[src/rtl/taillight_lamp_driver.sv]
// rtl/taillight_lamp_driver.sv - PWM lamp output stage with optional fade (macro TAIL_FADE_EN)
module taillight_lamp_driver #(
    parameter int PWM_BITS  = 8,
    parameter int PWM_DIV   = 390,
    parameter int RAMP_DIV  = 100000,
    parameter int RAMP_STEP = 8,
    parameter int DIM_DUTY  = 48
) (
    input  logic       clk,
    input  logic       rst_n,
    input  logic [4:0] cmd,
    input  logic       tail_on,
    output logic [5:0] lamp,
    output logic       busy
);

    localparam logic [PWM_BITS-1:0] FULL         = {PWM_BITS{1'b1}};
    localparam logic [PWM_BITS-1:0] DIM          = PWM_BITS'(DIM_DUTY);
    localparam int                  PDW          = $clog2(PWM_DIV + 1);
    localparam logic [PDW-1:0]      PWM_DIV_LAST = PDW'(PWM_DIV - 1);

    // Channel order matches lamp[3:0]: 0 turn_R, 1 turn_L, 2 brake_R, 3 brake_L
    logic [4:0]          r_cmd;
    logic                r_tail;
    logic [PWM_BITS-1:0] w_target [4];
    logic [PWM_BITS-1:0] r_duty   [4];
    logic [PWM_BITS-1:0] r_shadow [4];
    logic [PDW-1:0]      r_pwm_div;
    logic [PWM_BITS-1:0] r_pwm_cnt;
    logic                w_pwm_adv;
    logic                w_pwm_wrap;
    logic [3:0]          w_on;
    logic [5:0]          r_lamp;
    logic                r_busy;
    logic                w_busy_nxt;

    // Register the already-clean FSM command and tail enable
    always_ff @(posedge clk or negedge rst_n) begin
        if (!rst_n) begin
            r_cmd  <= '0;
            r_tail <= 1'b0;
        end else begin
            r_cmd  <= cmd;
            r_tail <= tail_on;
        end
    end

    // Per-channel duty targets; brakes fall back to the dim running level
    always_comb begin
        w_target[0] = r_cmd[0] ? FULL : '0;
        w_target[1] = r_cmd[1] ? FULL : '0;
        w_target[2] = r_cmd[2] ? FULL : (r_tail ? DIM : '0);
        w_target[3] = r_cmd[3] ? FULL : (r_tail ? DIM : '0);
    end

`ifdef TAIL_FADE_EN
    localparam int                  RDW       = $clog2(RAMP_DIV + 1);
    localparam logic [RDW-1:0]      RAMP_LAST = RDW'(RAMP_DIV - 1);
    localparam logic [PWM_BITS:0]   STEP      = (PWM_BITS + 1)'(RAMP_STEP);

    logic [RDW-1:0]      r_ramp_pre;
    logic                w_tick;
    logic [PWM_BITS:0]   w_up   [4];
    logic [PWM_BITS-1:0] w_next [4];
    logic [3:0]          w_diff;

    assign w_tick = (r_ramp_pre == RAMP_LAST);

    // Free-running ramp prescaler; tick fires on the wrap cycle
    always_ff @(posedge clk or negedge rst_n) begin
        if (!rst_n) begin
            r_ramp_pre <= '0;
        end else begin
            r_ramp_pre <= w_tick ? '0 : r_ramp_pre + 1'b1;
        end
    end

    // Next duty one step toward target, clamped so it never passes the target
    always_comb begin
        for (int i = 0; i < 4; i++) begin
            w_up[i]   = {1'b0, r_duty[i]} + STEP;
            w_next[i] = r_duty[i];
            w_diff[i] = (r_duty[i] != w_target[i]);
            if (r_duty[i] < w_target[i]) begin
                w_next[i] = (w_up[i] > {1'b0, w_target[i]}) ? w_target[i] : w_up[i][PWM_BITS-1:0];
            end else if (r_duty[i] > w_target[i]) begin
                w_next[i] = ({1'b0, r_duty[i]} < ({1'b0, w_target[i]} + STEP)) ?
                            w_target[i] : (r_duty[i] - STEP[PWM_BITS-1:0]);
            end
        end
        w_busy_nxt = |w_diff;
    end

    // Duty moves only on ramp ticks, from wherever it currently is
    always_ff @(posedge clk or negedge rst_n) begin
        if (!rst_n) begin
            for (int i = 0; i < 4; i++) r_duty[i] <= '0;
        end else if (w_tick) begin
            for (int i = 0; i < 4; i++) r_duty[i] <= w_next[i];
        end
    end
`else
    assign w_busy_nxt = 1'b0;

    // Without fade, duty follows the target one cycle after the input register
    always_ff @(posedge clk or negedge rst_n) begin
        if (!rst_n) begin
            for (int i = 0; i < 4; i++) r_duty[i] <= '0;
        end else begin
            for (int i = 0; i < 4; i++) r_duty[i] <= w_target[i];
        end
    end
`endif

    assign w_pwm_adv  = (r_pwm_div == PWM_DIV_LAST);
    assign w_pwm_wrap = w_pwm_adv && (r_pwm_cnt == FULL);

    // PWM prescaler and counter; the counter wraps naturally from FULL to 0
    always_ff @(posedge clk or negedge rst_n) begin
        if (!rst_n) begin
            r_pwm_div <= '0;
            r_pwm_cnt <= '0;
        end else begin
            r_pwm_div <= w_pwm_adv ? '0 : r_pwm_div + 1'b1;
            if (w_pwm_adv) begin
                r_pwm_cnt <= r_pwm_cnt + 1'b1;
            end
        end
    end

    // Shadow duty reloads only at the period boundary (pre-tick duty value)
    always_ff @(posedge clk or negedge rst_n) begin
        if (!rst_n) begin
            for (int i = 0; i < 4; i++) r_shadow[i] <= '0;
        end else if (w_pwm_wrap) begin
            for (int i = 0; i < 4; i++) r_shadow[i] <= r_duty[i];
        end
    end

    // PWM compare; full scale is held solidly on
    always_comb begin
        for (int i = 0; i < 4; i++) begin
            w_on[i] = (r_shadow[i] == FULL) || (r_pwm_cnt < r_shadow[i]);
        end
    end

    // Registered lamp drive and busy flag
    always_ff @(posedge clk or negedge rst_n) begin
        if (!rst_n) begin
            r_lamp <= '0;
            r_busy <= 1'b0;
        end else begin
            r_lamp <= {w_on[3] | w_on[2], r_cmd[4], w_on};
            r_busy <= w_busy_nxt;
        end
    end

    assign lamp = r_lamp;
    assign busy = r_busy;

endmodule

[config.mk]
export PLATFORM = sky130hd
export DESIGN_NAME = taillight_lamp_driver
export DESIGN_NICKNAME = d
export VERILOG_FILES = /design/src/rtl/taillight_lamp_driver.sv
export SDC_FILE = /design/constraint.sdc
export NUM_CORES = 1
export LEC_CHECK = 0
export ABC_CLOCK_PERIOD_IN_PS = 5250
export BUFFER_PORTS_ARGS = -buffer_cell sky130_fd_sc_hd__buf_4
export CAP_MARGIN = 25
export CORE_UTILIZATION = 55
export DETAILED_ROUTE_END_ITERATION = 8
export MAX_ROUTING_LAYER = met4
export PLACE_DENSITY = 0.79
export SLEW_MARGIN = 20
export SYNTH_ARGS = -nofsm -noshare
export SYNTH_HDL_FRONTEND = slang
export SYNTH_SLANG_ARGS = --single-unit
export TNS_END_PERCENT = 100
[constraint.sdc]
create_clock -name clk -period 5.25 [get_ports clk]
set_clock_uncertainty 0.1 [all_clocks]
set_input_delay 0.525 -clock clk [delete_from_list [all_inputs] [get_ports clk]]
set_output_delay 0.525 -clock clk [all_outputs]
set_load 0.1 [all_outputs]
# Yosys cells after proc, flatten, opt, wreduce, memory -nomap -nowiden
# Cells that the tools add are included.
# Widths: inputs -> output; s select.
[word_totals] elab_cells=37 regBits=93
[classes] n_reduce_logical=5 eq_ne=6 mux=6 bitwise=1 add_sub_neg=2 n_lt_le_gt_ge=4
[ops] op="$eq 8x8->1 const B" n=5
[ops] op="$lt 8x8->1" n=4
[ops] op="$mux 8" n=4
[ops] op="$add 9x1->9 const B" n=1
[ops] op="$eq 9x9->1 const B" n=1
[ops] op="$mux 9" n=1
[ops] op="$add 8x1->8 const B" n=1
[ops] op="$mux 6" n=1
[ops] op="$logic_or 1x1->1" n=4
[ops] op="$logic_and 1x1->1" n=1
[ops] op="$or 1x1->1" n=1

# Depth between registers and ports, before layout
# Gate-level depths: netlist of the first run.
[logic_depth] word_depth=3 depth_mapped=7 ltp_nobuf=6

# Least setup slack after synthesis of the first run
# No wires, ideal clock.
[synth_path] path_kind="reg2reg" start="register r_pwm_div[1]" end="register r_shadow[13] in the netlist's numbering" period_less_slack_ns=1.776 arrival_time_ns=1.551 path_stages_with_launch=7 setup_slack_ns=3.474 cell_sequence="dfrtp_1 inv_1 ha_1 nand4b_2 nor4_4 nand4_4 mux2_2"
[synth_via] elab_chain_cells=2
[synth_rtl] element="from (decl)" line="28" rtl="logic [PDW-1:0] r_pwm_div;"
[synth_rtl] element="from (signal assigned)" line="124" rtl="r_pwm_div <= w_pwm_adv ? '0 : r_pwm_div + 1'b1;"
[synth_rtl] element="$eq 9x9->1" line="115" rtl="assign w_pwm_adv = (r_pwm_div == PWM_DIV_LAST);"
[synth_rtl] element="$logic_and 1x1->1" line="116" rtl="assign w_pwm_wrap = w_pwm_adv && (r_pwm_cnt == FULL);"
[synth_rtl] element="to (decl)" line="27" rtl="logic [PWM_BITS-1:0] r_shadow [4];"
# No other way between the ends.
# A chain may end at the register's enable or synchronous reset.

# Final worst setup path of the first run
[layout_path] start="register r_pwm_div[1]" end="register r_shadow[6] in the netlist's numbering"
# Same word-level chain as after synthesis.

==> results.md, run 1 <==
* Fmax achieved at 0.443 GHz
* Final Total Pwr at 589 uW
* Layout cells sized above 1 at 16.9%
* Clock Latency Late Sink at 0.28 ns
* First-pass GRT wire length at 6290 um
* Hold Path Class: primary input to async pin
* Area of the multi-input gates at 0.00106 sq mm
* Initial DRC Count at 37
* Post-synth EDFFs at 0
* Switch share at 20.7%
* Setup TNS Final at 0 ns
* Worst vdd ir at 294 uV
* Hold Vio Cnt, Final at 0
* Die Ht at 64.2 um
* Top cell type's share of synthesized area at 48.2%
* DRC viols at 0
* Sink Count at 41
* Clock Power Share at 42.4%
* Outcome: completed
* IO Pins at 15
* Gr ovfl total at 0
* Period utilisation layout at 43.0%
* Vias per cell at 5.68
* FILL cells at 293
* Startpoint Class: flop
* Avg WL per Cell at 14.7 um
* Initial DRT Pass Iterations at 5
* Tmin final at 2.26 ns
* I/O Buffers at 13
* Fin util at 64.7%
* Synth warn at 0
* WP data required at 5.33 ns
* Crit. End Element: flop
* CTS tree: done
* Netlist cell types at 35
* Hold WS at 0.0954 ns
* Initial antenna violation count at 0
* Combinational fraction of design power at 2.9%
* Max FO, Critical Path at 14
* Hpwl dp at 2620 um
* Die span in x at 64.2 um
* Setup CP Type: flop to flop
* Fin cells at 243
* Ant. Diodes at 0
* Post-Route WL at 3580 um
* Commonest cells post-synth: 41 x dfrtp_1, 31 x ha_1, 11 x nand2_1, 11 x xnor2_1, 8 x inv_1
* Critical path arrival at 2.34 ns
* Top_reg_cell synth: dfrtp_1
* Register area at 0.00103 sq mm
* Via count at 1381
* Cell Int Power at 467 uW
* Largest net degree at the start of global routing at 42
* Clock buffer depth at 2
* Tot GR Track Use at 20.8%
* Most frequent cell after synthesis: dfrtp_1
* Setup bufs post-CTS at 0
* Vias in the first global route at 1448
* Largest cells by area after synthesis: dfrtp_1 48%, ha_1 18%, xnor2_1 4.5%
* Worst Tran Pin Value at 0.755 ns
* GP Congestion at 0.772
* Antenna Violating Nets Remaining at 0
* Clk pin slew, worst setup/hold paths at 0.08 ns
* Seq/Total Area, Yosys at 48.2%
* Die area at 0.00412 sq mm
* TritonCTS Buffers at 5
* Max_cap viols at 0
* Hold-fix buffers, CTS at 0
* NumNets Final at 233
* CORE AREA at 0.00369 sq mm
* Post-cts sizing count at 0
* Cells after DPL at 235
* Yosys top cell by area: dfrtp_1
* Relative slew slack at 49.3%
* Reg2reg setup slack at 2.99 ns
* Syn-to-layout area delta at 12.1%
* Post-synthesis cell count at 176
* Unrepaired setup endpoints after global routing: no
* Synthesized area at 0.00213 sq mm
* Mean Syn Cell Area at 12.1 sq um
* Synth async-reset ratio at 100%
* Slew Limit Fails at 0
* Syn_nets at 215
* Final setup vio count at 0
* Flops & latches, synth at 41
* Leak at 0.00117 uW
* Reg power frac at 54.7%
* Net Switching at 122 uW
* Total power per unit cell area at 247 mW/mm^2
* Num rows at 22
* Starting Density at 57.7%
* # H-tree levels at 2
* CTS root buf: clkbuf_8
-- cells by family (layout without fill, tap and decap cells) --
logic type,count (synthesis),after routing,synth area share (%)
adders and majority gates,31,31,18.2
xor gates and xnor gates,14,14,5.76
AOI/OAI and AO/OA,27,27,8.99
and+or+nand+nor,45,45,12.9
other,1,1,0.176
muxes,7,7,3.70
buffers and inverters,10,29,2.12
DFF,41,41,48.2
-- per-layer routing --
layer	vias to the layer above	global-route usage, %	part of all wire, %
met5	-	-	0
met4	0	6.94	1.5
li1	672	-	-
met2	23	38.6	53
met3	7	3.75	2.8
met1	679	22.2	43
-- sequential cells by signal, indices dropped and copies added, names as in the netlist --
| signal | flops |
|---|---|
| r_duty | 6 |
| r_pwm_cnt | 8 |
| r_shadow | 6 |
| r_pwm_div | 9 |
| lamp | 6 |
| r_cmd | 5 |
| r_tail | 1 |
-- layout make-up --
class	instances	area share [%]
multi-input combinational	125	44.3
timing repair buffer	13	4.09
inverter	8	1.26
sequential	41	43.0
clock buffer	5	2.88
tap	48	2.52
clock inverter	3	1.94
-- path summary, 6_finish.rpt --
path                               from      endpoint  cells past startpoint
hold reg to reg                r_cmd[1]    r_duty[22]                      0
setup reg to reg           r_pwm_div[1]   r_shadow[6]                      6
max in group asynchronous         rst_n  r_pwm_div[4]                      1
hold / removal                    rst_n      r_cmd[0]                      1
setup / recovery           r_pwm_div[1]   r_shadow[6]                      6
min in group clk                 cmd[1]      r_cmd[1]                      1
-- critical path, stage by stage, from the launching register on --
cell and delay [ns]:
dfrtp_1 0.42, inv_1 0.07, ha_1 0.16, nand4b_2 0.15, nor4_4 0.67, nand4_4 0.25
mux2_2 0.33
-- cell usage in the layout (no fill, tap or decap), types with 2 or more instances in the layout --
cell / count
dfrtp_1: 41
ha_1: 31
buf_4: 13
xnor2_1: 11
nand2_1: 11
inv_1: 8
mux2_2: 7
nor2_1: 6
nand2b_1: 5
nand4_1: 5
clkbuf_8: 5
nand3_1: 4
a21o_1: 4
a21oi_1: 4
o21ai_0: 4
xor2_1: 3
and3_1: 3
nor3_1: 2
o211ai_1: 2
a211o_1: 2
a31oi_1: 2
and2_0: 2
o2111ai_1: 2
a221oi_1: 2
or2_2: 2
-- power by group through the flow --
stage	Combinational, uW	Clock (uW)	Sequential [uW]
finish	16.9	250	322
global route	18.7	271	323
global placement	16.9	0	328
CTS	17.4	256	322
detailed placement	17.4	0	328
floorplan	4.34	0	331
-- through the flow --
step	setup WS (ns)	instance area [sq um]
CTS	2.96	2390
global route	2.84	2390
global placement	3.09	2270
floorplan	3.47	2130
detailed placement	2.98	2270
finish	2.99	2390
Note: power is estimated with default switching activity, not from simulation.
==> run 2: changes to the inputs <==
- ABC_CLOCK_PERIOD_IN_PS: 5250 -> 1900
- CORE_UTILIZATION: 55 -> 53
- clock period: 5.25 -> 1.9 ns (I/O delays scaled with it)
==> run 2 against run 1 <==
Net effect:
- first-iteration DRC count is 110% higher
- clock power grew to 2.9 times the previous value
- register-to-register slack worse by 2.9 ns
- worst setup slack worse by 2.9 ns
- die area is 3.6% higher
- largest power group unchanged
- clock-buffer cell count stayed put
- core utilization is 3.5 points higher
- flip-flop and latch count stayed put
- final area is 6.9% higher
- wire length is 17% higher
- largest cell class unchanged
- highest routed layer unchanged
==> results.md, run 2 (synthesized netlist as in run 1, its figures left out) <==
* Post-Route WL at 4200 um (+17%)
* Num rows at 22 (unchanged)
* Hold Vio Cnt, Final at 0 (unchanged)
* Crit. End Element: flop
* Leak at 0.00125 uW (+6.3%)
* CP startpoint: r_pwm_div[1]
* Largest Register: r_pwm_div
* Hold_sp: r_cmd[0]
* CORE AREA at 0.00374 sq mm (+1.5%)
* CTS tree: done
* Largest net degree at the start of global routing at 42 (unchanged)
* Initial antenna violation count at 0 (unchanged)
* DP Area at 0.00231 sq mm (+1.9%)
* Max reg flops at 9 (unchanged)
* Sink Count at 41 (unchanged)
* Tot GR Track Use at 23.5% (+2.7 points)
* Ant. Diodes at 0 (unchanged)
* GRT met1 Usage at 26.6% (+4.4 points)
* Die area at 0.00428 sq mm (+3.6%)
* Avg WL per Cell at 16.3 um (+11%)
* Reg2Reg Depth at 7 (+1)
* Critical path arrival at 1.89 ns (-0.45 ns)
* Fmax achieved at 0.554 GHz (+25%)
* Vias per cell at 5.59 (-1.6%)
* Fin cells at 257 (+5.8%)
* Critical Path Sink: r_shadow[22]
* Most frequent cells in the layout: 41 x dfrtp_1, 30 x ha_1, 19 x buf_4, 11 x xnor2_1, 11 x nand2_1
* FILL cells at 276 (-5.8%)
* Max_cap viols at 0 (unchanged)
* Worst R2R End: r_shadow[22]
* Syn-to-layout area delta at 19.9%
* Top Usage Layer GRT: met2
* Hold Path Class: flop to flop
* Final Cell Area at 0.00255 sq mm (+6.9%)
* Tmin final at 1.81 ns (-0.451 ns)
* Met2 Track Usage GR at 40.9% (+2.3 points)
* WP data required at 1.99 ns (-3.34 ns)
* CP max stage delay at 0.41 ns (-0.26 ns)
* Max FO, Critical Path at 6 (-8)
* Total power per unit cell area at 652 mW/mm^2 (+160%)
* Startpoint Class: flop
* Worst path cell trace: inv_2, ha_4, nand4b_4, nor4_4, clkbuf_16, nand4_4, mux2_4
* Cells after DPL at 239 (+1.7%)
* Vias in the first global route at 1547 (+6.8%)
* # H-tree levels at 2 (unchanged)
* Hpwl dp at 2930 um (+12%)
* Unrepaired setup endpoints after global routing: no
* I/O Buffers at 13 (unchanged)
* Setup CP Type: flop to flop
* Register area at 0.00103 sq mm (unchanged)
* Die Ht at 65.4 um (+1.8%)
* Outcome: completed
* Routing usage on met3 at 5.38% (+1.6 points)
* Initial DRT Pass Iterations at 4 (-1)
* Worst vdd ir at 610 uV (+110%)
* CP max stage cell: dfrtp_1
* CTS root buf: clkbuf_8
* Slew Limit Fails at 0 (unchanged)
* Period utilisation layout at 95.1% (+52 points)
* Layout cells sized above 1 at 20.6% (+3.7 points)
* IO Pins at 15 (unchanged)
* Clock Latency Late Sink at 0.31 ns (+0.03 ns)
* TritonCTS Buffers at 5 (unchanged)
* Relative slew slack at 65.9% (+17 points)
* Area of the multi-input gates at 0.00108 sq mm (+2.4%)
* Clk pin slew, worst setup/hold paths at 0.08 ns (about the same)
* First-pass GRT wire length at 7130 um (+13%)
* Reg2reg setup slack at 0.09 ns (-2.90 ns)
* Fin util at 68.2% (+3.5 points)
* DRC viols at 0 (unchanged)
* Gr ovfl total at 0 (unchanged)
* Largest registers: r_pwm_div x9, r_pwm_cnt x8
* Via count at 1437 (+4.1%)
* Clock buffer depth at 2 (unchanged)
* GP Congestion at 0.837 (+8.5%)
* Antenna Violating Nets Remaining at 0 (unchanged)
* NumNets Final at 247 (+6.0%)
* Initial DRC Count at 77 (+110%)
* Worst Tran Pin Value at 0.512 ns (-0.243 ns)
* Starting Density at 56.9% (-0.85 points)
* Most common cell after layout, fill and taps aside: dfrtp_1
* Reg2reg start: r_pwm_div[1]
* Final setup vio count at 0 (unchanged)
* Die span in x at 65.4 um (+1.8%)
## run 2: cell type report
type                       instances  area share [%]
multi-input combinational        125            42.5
sequential                        41            40.2
timing repair buffer              27            9.31
clock buffer                       5            2.70
tap                               48            2.35
clock inverter                     3            1.81
inverter                           8            1.18
## run 2: routing by layer
layer	vias to the layer above	wire length (um)
li1	693	-
met1	715	1790
met2	21	2220
met3	8	118
met4	0	73
met5	-	0
## run 2: worst min-delay path by stage
stage	to	cells after the start	slack (ns)
detailed placement	lamp[0]	1	0.1
global placement	lamp[0]	1	0.08
finish	r_duty[30]	0	0.25
global route	r_duty[30]	0	0.27
CTS	r_duty[30]	0	0.25
floorplan	lamp[0]	0	-0.21
## run 2: worst max-delay path, delay by kind of cell, from the launching register on
kind | cells | cell delay (ns)
fa+ha+maj | 1 | 0.13
simple gates | 3 | 0.44
mux | 1 | 0.34
flops | 1 | 0.41
buf+inv | 2 | 0.28
## run 2: repair_timing
item,4_1_cts,5_1_grt
buffers inserted,0,3
endpoints found under the setup margin,6,8
hold buffers,7,0
endpoints found under the hold margin,47,0
gates resized for setup,0,8
pin swaps,1,0
## run 2: stage by stage
stage	setup slack, ns	TNS (ns)	total power [uW]	hold WS [ns]
CTS	0.0323	0	1670	0.255
global placement	0.0943	0	953	0.0816
detailed placement	-0.0332	-0.150	957	0.0990
floorplan	0.124	0	926	-0.206
finish	0.0935	0	1660	0.251
global route	0.00626	0	1710	0.268
## run 2: power by group
group          switching [uW]  internal (uW)
Clock                     322            393
Sequential               4.61            886
Combinational            38.2           21.3
Total                     365           1300
